--- src/rtl/cdb_arbiter_if.sv ---
// Completion/CDB bundle between the FU pool, the CDB arbiter and the writeback consumer.
// master = FU pool plus CDB consumer, slave = arbiter.
interface cdb_arbiter_if #(
    parameter int unsigned NUM_FU     = 4,
    parameter int unsigned DATA_W     = 64,
    parameter int unsigned FIFO_DEPTH = 2,
    parameter int unsigned ID_W       = 2
);
    localparam int unsigned CNT_W = $clog2(FIFO_DEPTH) + 1;

    logic [NUM_FU-1:0]        fu_complete_valid;
    logic [NUM_FU*DATA_W-1:0] fu_complete_data;
    logic [NUM_FU-1:0]        fu_complete_ready;
    logic                     cdb_valid;
    logic [DATA_W-1:0]        cdb_data;
    logic [ID_W-1:0]          cdb_fu_id;
    logic                     cdb_ready;
    logic [NUM_FU*CNT_W-1:0]  fifo_count;

    modport master (
        output fu_complete_valid,
        output fu_complete_data,
        output cdb_ready,
        input  fu_complete_ready,
        input  cdb_valid,
        input  cdb_data,
        input  cdb_fu_id,
        input  fifo_count
    );

    modport slave (
        input  fu_complete_valid,
        input  fu_complete_data,
        input  cdb_ready,
        output fu_complete_ready,
        output cdb_valid,
        output cdb_data,
        output cdb_fu_id,
        output fifo_count
    );
endinterface

--- src/rtl/cdb_arbiter.sv ---
// Per-FU completion FIFOs feeding a round-robin arbiter that drives one record per cycle
// onto the common data bus.
module cdb_arbiter #(
    parameter int unsigned NUM_FU     = 4,
    parameter int unsigned DATA_W     = 64,
    parameter int unsigned FIFO_DEPTH = 2,
    parameter int unsigned ID_W       = 2
) (
    input logic          clk,
    input logic          rst,
    input logic          flush,
    cdb_arbiter_if.slave bus
);
    localparam int unsigned PTR_W = $clog2(FIFO_DEPTH);
    localparam int unsigned CNT_W = PTR_W + 1;

    logic [DATA_W-1:0] mem_q    [NUM_FU][FIFO_DEPTH];
    logic [PTR_W-1:0]  wr_ptr_q [NUM_FU];
    logic [PTR_W-1:0]  wr_ptr_d [NUM_FU];
    logic [PTR_W-1:0]  rd_ptr_q [NUM_FU];
    logic [PTR_W-1:0]  rd_ptr_d [NUM_FU];
    logic [CNT_W-1:0]  count_q  [NUM_FU];
    logic [CNT_W-1:0]  count_d  [NUM_FU];
    logic [ID_W-1:0]   rr_ptr_q;
    logic [ID_W-1:0]   rr_ptr_d;

    logic [NUM_FU-1:0] push;
    logic [NUM_FU-1:0] pop;
    logic              win_found;
    logic [ID_W-1:0]   win_id;
    logic              cdb_fire;

    // Scan from rr_ptr upward, wrapping; first non-empty FIFO wins.
    always_comb begin
        int unsigned idx;
        win_found = 1'b0;
        win_id    = '0;
        idx       = 0;
        for (int unsigned k = 0; k < NUM_FU; k++) begin
            idx = (k + 32'(rr_ptr_q)) % NUM_FU;
            if (!win_found && count_q[idx] != '0) begin
                win_found = 1'b1;
                win_id    = ID_W'(idx);
            end
        end
    end

    assign cdb_fire = win_found && bus.cdb_ready;

    always_comb begin
        for (int unsigned i = 0; i < NUM_FU; i++) begin
            // Ready looks only at the registered count, so a full FIFO bubbles for a cycle.
            bus.fu_complete_ready[i]             = (count_q[i] != CNT_W'(FIFO_DEPTH));
            push[i]                              = bus.fu_complete_valid[i] &&
                                                   bus.fu_complete_ready[i];
            pop[i]                               = cdb_fire && (win_id == ID_W'(i));
            bus.fifo_count[i*CNT_W +: CNT_W]     = count_q[i];
        end
    end

    always_comb begin
        for (int unsigned i = 0; i < NUM_FU; i++) begin
            wr_ptr_d[i] = wr_ptr_q[i];
            rd_ptr_d[i] = rd_ptr_q[i];
            count_d[i]  = count_q[i];
            if (flush) begin
                wr_ptr_d[i] = '0;
                rd_ptr_d[i] = '0;
                count_d[i]  = '0;
            end else begin
                if (push[i]) wr_ptr_d[i] = wr_ptr_q[i] + 1'b1;
                if (pop[i])  rd_ptr_d[i] = rd_ptr_q[i] + 1'b1;
                count_d[i] = count_q[i] + CNT_W'(push[i]) - CNT_W'(pop[i]);
            end
        end
        rr_ptr_d = rr_ptr_q;
        if (flush) begin
            rr_ptr_d = '0;
        end else if (cdb_fire) begin
            rr_ptr_d = (win_id == ID_W'(NUM_FU - 1)) ? '0 : win_id + 1'b1;
        end
    end

    always_ff @(posedge clk or posedge rst) begin
        if (rst) begin
            for (int unsigned i = 0; i < NUM_FU; i++) begin
                wr_ptr_q[i] <= '0;
                rd_ptr_q[i] <= '0;
                count_q[i]  <= '0;
            end
            rr_ptr_q <= '0;
        end else begin
            for (int unsigned i = 0; i < NUM_FU; i++) begin
                wr_ptr_q[i] <= wr_ptr_d[i];
                rd_ptr_q[i] <= rd_ptr_d[i];
                count_q[i]  <= count_d[i];
            end
            rr_ptr_q <= rr_ptr_d;
        end
    end

    // Storage needs no reset; contents are only visible through a non-zero count.
    always_ff @(posedge clk) begin
        for (int unsigned i = 0; i < NUM_FU; i++) begin
            if (push[i]) mem_q[i][wr_ptr_q[i]] <= bus.fu_complete_data[i*DATA_W +: DATA_W];
        end
    end

    always_comb begin
        bus.cdb_valid = win_found;
        bus.cdb_data  = win_found ? mem_q[win_id][rd_ptr_q[win_id]] : '0;
        bus.cdb_fu_id = win_found ? win_id : '0;
    end

    for (genvar g = 0; g < NUM_FU; g++) begin : g_fifo_chk
        a_no_push_full: assert property (@(posedge clk) disable iff (rst)
            !(push[g] && count_q[g] == CNT_W'(FIFO_DEPTH)));
        a_no_pop_empty: assert property (@(posedge clk) disable iff (rst)
            !(pop[g] && count_q[g] == '0));
    end

    a_id_range: assert property (@(posedge clk) disable iff (rst)
        bus.cdb_valid |-> (32'(bus.cdb_fu_id) < NUM_FU));
endmodule

--- src/flat_wrapper.sv ---
// flat-port wrapper written by rule: the top's interface ports become plain ports
module cdb_arbiter_flat 
#(
    parameter int unsigned NUM_FU     = 4,
    parameter int unsigned DATA_W     = 64,
    parameter int unsigned FIFO_DEPTH = 2,
    parameter int unsigned ID_W       = 2
)
  (clk, rst, flush, bus_fu_complete_valid, bus_fu_complete_data, bus_cdb_ready, bus_fu_complete_ready, bus_cdb_valid, bus_cdb_data, bus_cdb_fu_id, bus_fifo_count);
  cdb_arbiter_if #(.NUM_FU(NUM_FU), .DATA_W(DATA_W), .FIFO_DEPTH(FIFO_DEPTH), .ID_W(ID_W)) bus_i ();
  input logic clk;
  input logic rst;
  input logic flush;
  input wire logic [$bits(bus_i.fu_complete_valid)-1:0] bus_fu_complete_valid;
  input wire logic [$bits(bus_i.fu_complete_data)-1:0] bus_fu_complete_data;
  input wire logic [$bits(bus_i.cdb_ready)-1:0] bus_cdb_ready;
  output wire logic [$bits(bus_i.fu_complete_ready)-1:0] bus_fu_complete_ready;
  output wire logic [$bits(bus_i.cdb_valid)-1:0] bus_cdb_valid;
  output wire logic [$bits(bus_i.cdb_data)-1:0] bus_cdb_data;
  output wire logic [$bits(bus_i.cdb_fu_id)-1:0] bus_cdb_fu_id;
  output wire logic [$bits(bus_i.fifo_count)-1:0] bus_fifo_count;
  assign bus_i.fu_complete_valid = bus_fu_complete_valid;
  assign bus_i.fu_complete_data = bus_fu_complete_data;
  assign bus_i.cdb_ready = bus_cdb_ready;
  assign bus_fu_complete_ready = bus_i.fu_complete_ready;
  assign bus_cdb_valid = bus_i.cdb_valid;
  assign bus_cdb_data = bus_i.cdb_data;
  assign bus_cdb_fu_id = bus_i.cdb_fu_id;
  assign bus_fifo_count = bus_i.fifo_count;
  cdb_arbiter #(.NUM_FU(NUM_FU), .DATA_W(DATA_W), .FIFO_DEPTH(FIFO_DEPTH), .ID_W(ID_W)) u_core (.clk(clk), .rst(rst), .flush(flush), .bus(bus_i));
endmodule
--- config.mk ---
export PLATFORM = sky130hd
export DESIGN_NAME = cdb_arbiter_flat
export DESIGN_NICKNAME = d
export VERILOG_FILES = /design/src/rtl/cdb_arbiter_if.sv /design/src/rtl/cdb_arbiter.sv /design/src/flat_wrapper.sv
export SDC_FILE = /design/constraint.sdc
export NUM_CORES = 1
export LEC_CHECK = 0
export BUFFER_PORTS_ARGS = -buffer_cell sky130_fd_sc_hd__buf_2
export CAP_MARGIN = 10
export CORE_MARGIN = 2
export CORE_UTILIZATION = 45
export DETAILED_ROUTE_END_ITERATION = 8
export HOLD_SLACK_MARGIN = 0.02
export PLACE_DENSITY = 0.76
export SLEW_MARGIN = 20
export SYNTH_ARGS = -nofsm -noshare
export SYNTH_HDL_FRONTEND = slang
export SYNTH_SLANG_ARGS = --single-unit
export TNS_END_PERCENT = 20
--- constraint.sdc ---
create_clock -name clk -period 4.5 [get_ports clk]
set_input_delay 0.675 -clock clk [delete_from_list [all_inputs] [get_ports clk]]
set_output_delay 0.675 -clock clk [all_outputs]
set_load 0.02 [all_outputs]
### Yosys cells after proc, flatten, opt, wreduce, memory -nomap -nowiden

Memories as Yosys holds them, arrays and structs flattened.
Index checks and enable logic that the tools add are counted.

| word-level totals | value |
|---|---|
| flip-flop bits (word level) | 18 |
| latch bits | 0 |
| memory bits (writable) | 512 |
| memory bits (read-only) | 0 |
| bits of input ports | 264 |
| output and inout port bits | 79 |
| word-level logic and storage cells | 165 |
| memories kept | 1 |

| cells by class | value |
|---|---|
| add/sub/neg operators | 20 |
| multiply operators | 0 |
| divide/modulo/power cells | 0 |
| order comparisons | 14 |
| eq/ne operators | 7 |
| shift-type cells | 0 |
| mux-type cells | 67 |
| bitwise operators | 10 |
| reductions and logical operators | 33 |

Memory list:

| name | words | bits a word | read ports | clocked after memory_dff | write ports | line | RTL |
|---|---|---|---|---|---|---|---|
| u_core.mem_q | 4 | 128 | 1 | 0 | 4 | cdb_arbiter.sv:17 | `logic [DATA_W-1:0] mem_q [NUM_FU][FIFO_DEPTH];` |

Operator list:

| kind | number |
|---|---|
| 2-to-1 mux 128 bit | 4 |
| 2-to-1 mux 64 bit | 8 |
| demux 64 bit (select 1 bit) | 4 |
| greater-or-equal comparator 33 x 3 -> 1 bit, second input constant | 4 |
| NOT 2 -> 33 bit | 4 |
| 2-to-1 mux 2 bit | 20 |
| 2-to-1 mux 1 bit | 26 |
| nonzero test 2 bit | 13 |
| binary-select mux 2 bit (select 2 bit) | 4 |
| logical AND 1 bit | 16 |
| greater-or-equal comparator 2 bit, second input constant | 5 |
| NOT 1 -> 2 bit | 5 |
| adder 1 bit, second input constant | 8 |
| adder 2 x 1 -> 2 bit | 4 |
| < comparator 2 x 1 -> 1 bit, second input constant | 4 |
| != test 2 bit, second input constant | 4 |
| subtractor 2 x 1 -> 2 bit | 4 |
| adder 2 bit, first input constant | 2 |
| == test 2 bit, second input constant | 2 |
| greater-or-equal comparator 3 bit, second input constant | 1 |
| logical NOT 1 bit | 3 |
| NOT 2 -> 3 bit | 1 |
| adder 1 x 2 -> 2 bit, first input constant | 1 |
| adder 2 x 1 -> 2 bit, second input constant | 1 |
| 3 further kinds | 3 |

### Longest topological paths before layout

| logic depth | value |
|---|---|
| word-level depth | 24 |
| gate-level depth with buffers | 14 |

### Worst setup path before layout

No wires, ideal clock.

| path | value |
|---|---|
| kind | reg2reg |
| start point | register u_core.count_q, in the netlist u_core.bus.fifo_count[0] |
| end point | memory u_core.mem_q[0][100] in the netlist's numbering, enable pin |
| library setup time | 486 ps |
| data arrival time | 3604 ps |
| required time | 4014 ps |
| slack | 410 ps |
| cell stages (with the launch flop) | 5 |
| path buffers | 0 |
| clock period less this slack | 4090 ps |
| cells stage by stage | dfrtp_1 inv_1 nand2_1 nand2_1 nor2_1 |

RTL lines:

| item | line | RTL |
|---|---|---|
| start: declaration | cdb_arbiter.sv:22 | `logic [CNT_W-1:0] count_q [NUM_FU];` |
| start signal: indexed assignment | cdb_arbiter.sv:96 | `count_q[i] <= count_d[i];` |
| end: declaration | cdb_arbiter.sv:17 |  |

### Worst setup path in the final report

| path | value |
|---|---|
| start point | register u_core.count_q, in the netlist u_core.bus.fifo_count[7] |
| end point | output bus_cdb_data[11] |

| between the ends | value |
|---|---|
| longest elaborated chain between the ends | 23 |
| elaborated cells between the ends (all ways) | 40 |
| those cells by class | mux (27); bitwise (2); reduce/logical (10); memory (1) |

Ends and longest elaborated chain:

| item | line | RTL |
|---|---|---|
| binary-select mux 2 bit (select 2 bit) | cdb_arbiter.sv:41 | `if (!win_found && count_q[idx] != '0) begin` |
| 2-to-1 mux 2 bit (not written as such) (2 in series) | cdb_arbiter.sv:41 |  |
| nonzero test 2 bit | cdb_arbiter.sv:41 |  |
| 2-to-1 mux 1 bit | cdb_arbiter.sv:41 |  |
| logical NOT 1 bit | cdb_arbiter.sv:41 |  |
| logical AND 1 bit | cdb_arbiter.sv:41 |  |
| 2-to-1 mux 1 bit | cdb_arbiter.sv:41 |  |
| logical NOT 1 bit | cdb_arbiter.sv:41 |  |
| [3 not listed] | - |  |
| logical AND 1 bit | cdb_arbiter.sv:41 |  |
| 2-to-1 mux 2 bit | cdb_arbiter.sv:41 |  |
| NOT 2 -> 3 bit (not written as such) | cdb_arbiter.sv:111 | `bus.cdb_data = win_found ? mem_q[win_id][rd_ptr_q[win_id]] : '0;` |
| binary-select mux 1 bit (select 2 bit) | cdb_arbiter.sv:111 |  |
| 2-to-1 mux 1 bit (not written as such) (2 in series) | cdb_arbiter.sv:111 |  |
| NOT 1 -> 2 bit (not written as such) | cdb_arbiter.sv:111 |  |
| 2-to-1 mux 64 bit (not written as such) (3 in series) | cdb_arbiter.sv:111 |  |
| 2-to-1 mux 64 bit * | cdb_arbiter.sv:111 |  |
| end: declaration | flat_wrapper.sv:19 | `output wire logic [$bits(bus_i.cdb_data)-1:0] bus_cdb_data;` |

Every way passes the cells marked *; elsewhere a longest branch is shown, timed or not. The select of a mux whose other input is x is not followed.

==> results.py <==
metrics = {
    "run_status": {
        "outcome": "completed",
    },
    "timing": {
        "maxSlewHeadroom_pct": 25.3,
        "final.setup.tns_ns": 0,
        "fin_crit_ns": 4.03,
        "timing.fmax_mhz": 248,
        "worst_pin_slew_ns": 1.12,
        "rsz0062_at_grt": "no",
        "drv_slew": 0,
        "fin_ws_ns": 0.470,
        "finalSetupViolCount": 0,
        "clock_skew_ns": 0.0206,
        "hold_violations": 0,
        "fin_crit_sh_pct": 89.5,
    },
    "clock_network": {
        "ctsHoldBuffers": 0,
        "clock_latency_ns": 0.60,
        "cts_max_level": 2,
        "clockBufferDepth": 3,
        "cts_buffers": 54,
        "cts.clk_slew.worst_paths_ns": 0.06,
        "clockRootBuffer": "clkbuf_16",
        "cts.sinks": 530,
        "cts_tree": "done",
        "cts_resized": 0,
        "postCtsSetupRepairBufs": 0,
    },
    "floorplanning": {
        "die_w_um": 226,
        "core_area_um2": 48800,
        "fp-row-count": 81,
        "die_area_um2": 51200,
        "ioPinCount": 343,
        "start_util_pct": 45.6,
        "die_y_um": 226,
    },
    "final_layout": {
        "areaGrowthSynthToFinish_pct": 18.6,
        "drive_gt1_share_pct": 37.2,
        "fin_nets": 1909,
    },
    "logic_synthesis": {
        "syn_nets": 1573,
        "netlist_area_um2": 22300,
        "synthCells": 1297,
        "ys_ff_latch": 530,
        "ys_async_sr_fraction_pct": 3.40,
        "synth-edff-count": 512,
        "postSynthAreaPerCell_um2": 17.2,
        "yosysWarnings": 0,
        "ys_types": 36,
        "synthFlopType": "edfxtp_1",
        "ys_seq_area_share_pct": 71.1,
    },
    "placed_design": {
        "place.gp.congestion": 0.797,
        "numPortBuffers": 342,
        "hpwl_um": 35200,
        "pre_cts_ws_ns": 1.09,
    },
    "global_route": {
        "antenna_found_initial": 32,
        "grt_overflow": 0,
        "gr-usage-all-layers_pct": 21.5,
        "grt_max_degree": 131,
        "grt_pass1_wl_um": 81600,
        "grt_pass1_vias": 13600,
    },
    "power": {
        "finalPower_mw": 19.6,
        "leakage_nw": 9.16,
        "cellPowerDensity_nw_per_um2": 745,
        "peakVddDrop_mv": 0.852,
    },
    "setup_path": {
        "worstPathArrival_ns": 3.35,
        "crit_path_start": "u_core.bus.fifo_count[7]",
        "worst_path_largest_cell_delay_ns": 0.61,
        "crit_type": "flip-flop to primary output",
        "crit_slowest_cell": "o21a_4",
        "endpoint_kind": "primary output",
        "cpLargestDelayFamily": "compound AO/OA/AOI/OAI gates",
        "path_buf_inv": 2,
        "crit_cells": 7,
        "endpoint": "bus_cdb_data[11]",
        "r2r_slack_ns": 1.21,
        "r2r-end": "u_core.bus.fifo_count[1]",
        "crit_path_cell_trace": "nor2_1, nand2_4, o21a_4, buf_4, mux2_2, a22oi_1, buf_2",
        "crit_path_start_kind": "flip-flop",
        "r2r_cells": 13,
        "reg2reg_from": "u_core.bus.fifo_count[5]",
        "path_max_fanout": 35,
        "required_ns": 3.83,
    },
    "hold_path": {
        "hp-class": "input pin to asynchronous set/reset pin",
    },
    "routing": {
        "postRouteAntennaNets": 0,
        "drtIter0Drc": 811,
        "via_per_inst": 5.56,
        "drt-total-wl_um": 56200,
        "drc": 0,
        "dr_total_vias": 13100,
        "wire_per_inst_um": 23.9,
        "dr.pass1.iters": 5,
    },
    "run": {
        "maxCapViolations": 0,
    },
}
==> cell type report <==
cell class                      count  area (um2)
Fill cell                        3945       22500
Sequential cell                   530       15800
Multi-Input combinational cell    666        6020
Timing Repair Buffer              365        1950
Clock buffer                       64        1410
Tap cell                          664         831
Clock inverter                     27         226
Inverter                           16        60.1
Antenna cell                       18        45.0
==> placed cells by master, fill, tap and decap left out, drive strengths merged, types with 20 or more instances in the layout <==
master,n
edfxtp,512
buf,365
mux2i,193
mux2,128
a21oi,67
o21ai,66
o211ai,64
clkbuf,64
a22oi,64
nor2,22
clkinv,20
==> state kept, by name, summed over array words and instances (netlist names) <==
register               flops
u_core.mem_q             512
u_core.bus.fifo_count      8
u_core.rd_ptr_q            4
u_core.wr_ptr_q            4
u_core.rr_ptr_q            2
==> worst register-to-register path, delay by kind of cell, from the launching register on <==
kind	cells	cell delay [ns]
AO/OA/AOI/OAI	2	0.42
buffers and inverters	3	0.81
adder cells (fa/ha/maj)	3	0.67
flip-flops	1	0.43
XOR/XNOR	2	0.32
AND/OR/NAND/NOR	3	0.51
==> Yosys cell counts (2+ instances only) <==
| cell | number | area [um2] |
|---|---|---|
| dfrtp_1 | 18 | 450 |
| ha_1 | 12 | 150 |
| buf_4 | 2 | 15.0 |
| o21a_1 | 3 | 22.5 |
| a22oi_2 | 40 | 500 |
| inv_1 | 16 | 60.1 |
| nor2_1 | 21 | 78.8 |
| and3_1 | 4 | 25.0 |
| o21ai_0 | 66 | 330 |
| o211ai_1 | 64 | 480 |
| mux2_4 | 40 | 601 |
| xor2_1 | 8 | 70.1 |
| edfxtp_1 | 512 | 15400 |
| xnor2_1 | 8 | 70.1 |
| nor2b_1 | 5 | 31.3 |
| mux2i_1 | 193 | 1930 |
| buf_6 | 8 | 90.1 |
| clkbuf_1 | 52 | 195 |
| a211oi_1 | 2 | 15.0 |
| a21oi_1 | 66 | 330 |
| and2_1 | 4 | 25.0 |
| mux2_2 | 88 | 991 |
| nand2_1 | 9 | 33.8 |
| buf_1 | 10 | 37.5 |
| buf_2 | 9 | 45.0 |
| buf_8 | 4 | 60.1 |
| a22oi_1 | 24 | 180 |
==> power by group <==
part / total [mW] / switching [mW] / internal (mW)
Clock: 4.22 / 1.78 / 2.44
Combinational: 8.70 / 5.41 / 3.28
Sequential: 6.74 / 0.492 / 6.24
Total: 19.6 / 7.69 / 12.0
==> metrics by stage <==
stage	cells	area (um2)	utilization, %	hold slack (ns)
after floorplan	1297	22300	-	0.519
after global placement	2240	24700	50.5	0.589
after detailed placement	2240	24700	50.5	0.608
after CTS	2331	26300	53.9	0.204
after global routing	2341	26400	54.0	0.224
final	2350	26400	54.0	0.216
==> metal layers <==
metal | vias up | global-route usage [%] | share of wire (%)
met4 | 34 | 6.73 | 2.2
met2 | 502 | 36.2 | 49
li1 | 5818 | - | -
met3 | 119 | 6.93 | 8.4
met5 | - | 0 | 0.43
met1 | 6588 | 26.4 | 40
==> how the worst min path moves through the flow <==
stage	from	cells past startpoint	end	slack [ns]
floorplan	u_core.wr_ptr_q[3]	2	u_core.wr_ptr_q[3]	0.52
global route	bus_fu_complete_data[177]	1	u_core.mem_q[2][49]	0.22
global placement	u_core.bus.fifo_count[3]	2	u_core.bus.fifo_count[3]	0.59
detailed placement	u_core.bus.fifo_count[5]	2	u_core.bus.fifo_count[5]	0.61
CTS	rst	2	u_core.bus.fifo_count[3]	0.20
finish	rst	2	u_core.bus.fifo_count[6]	0.22
==> logic make-up after synthesis <==
group | Yosys count | share of synthesized area, %
fa+ha+maj | 12 | 0.675
flops | 530 | 71.1
mux | 321 | 15.8
buf+inv | 101 | 2.26
compound gates | 269 | 8.48
xor+xnor | 16 | 0.630
simple gates | 48 | 1.00
No activity file was read; power rests on OpenSTA's default activity.
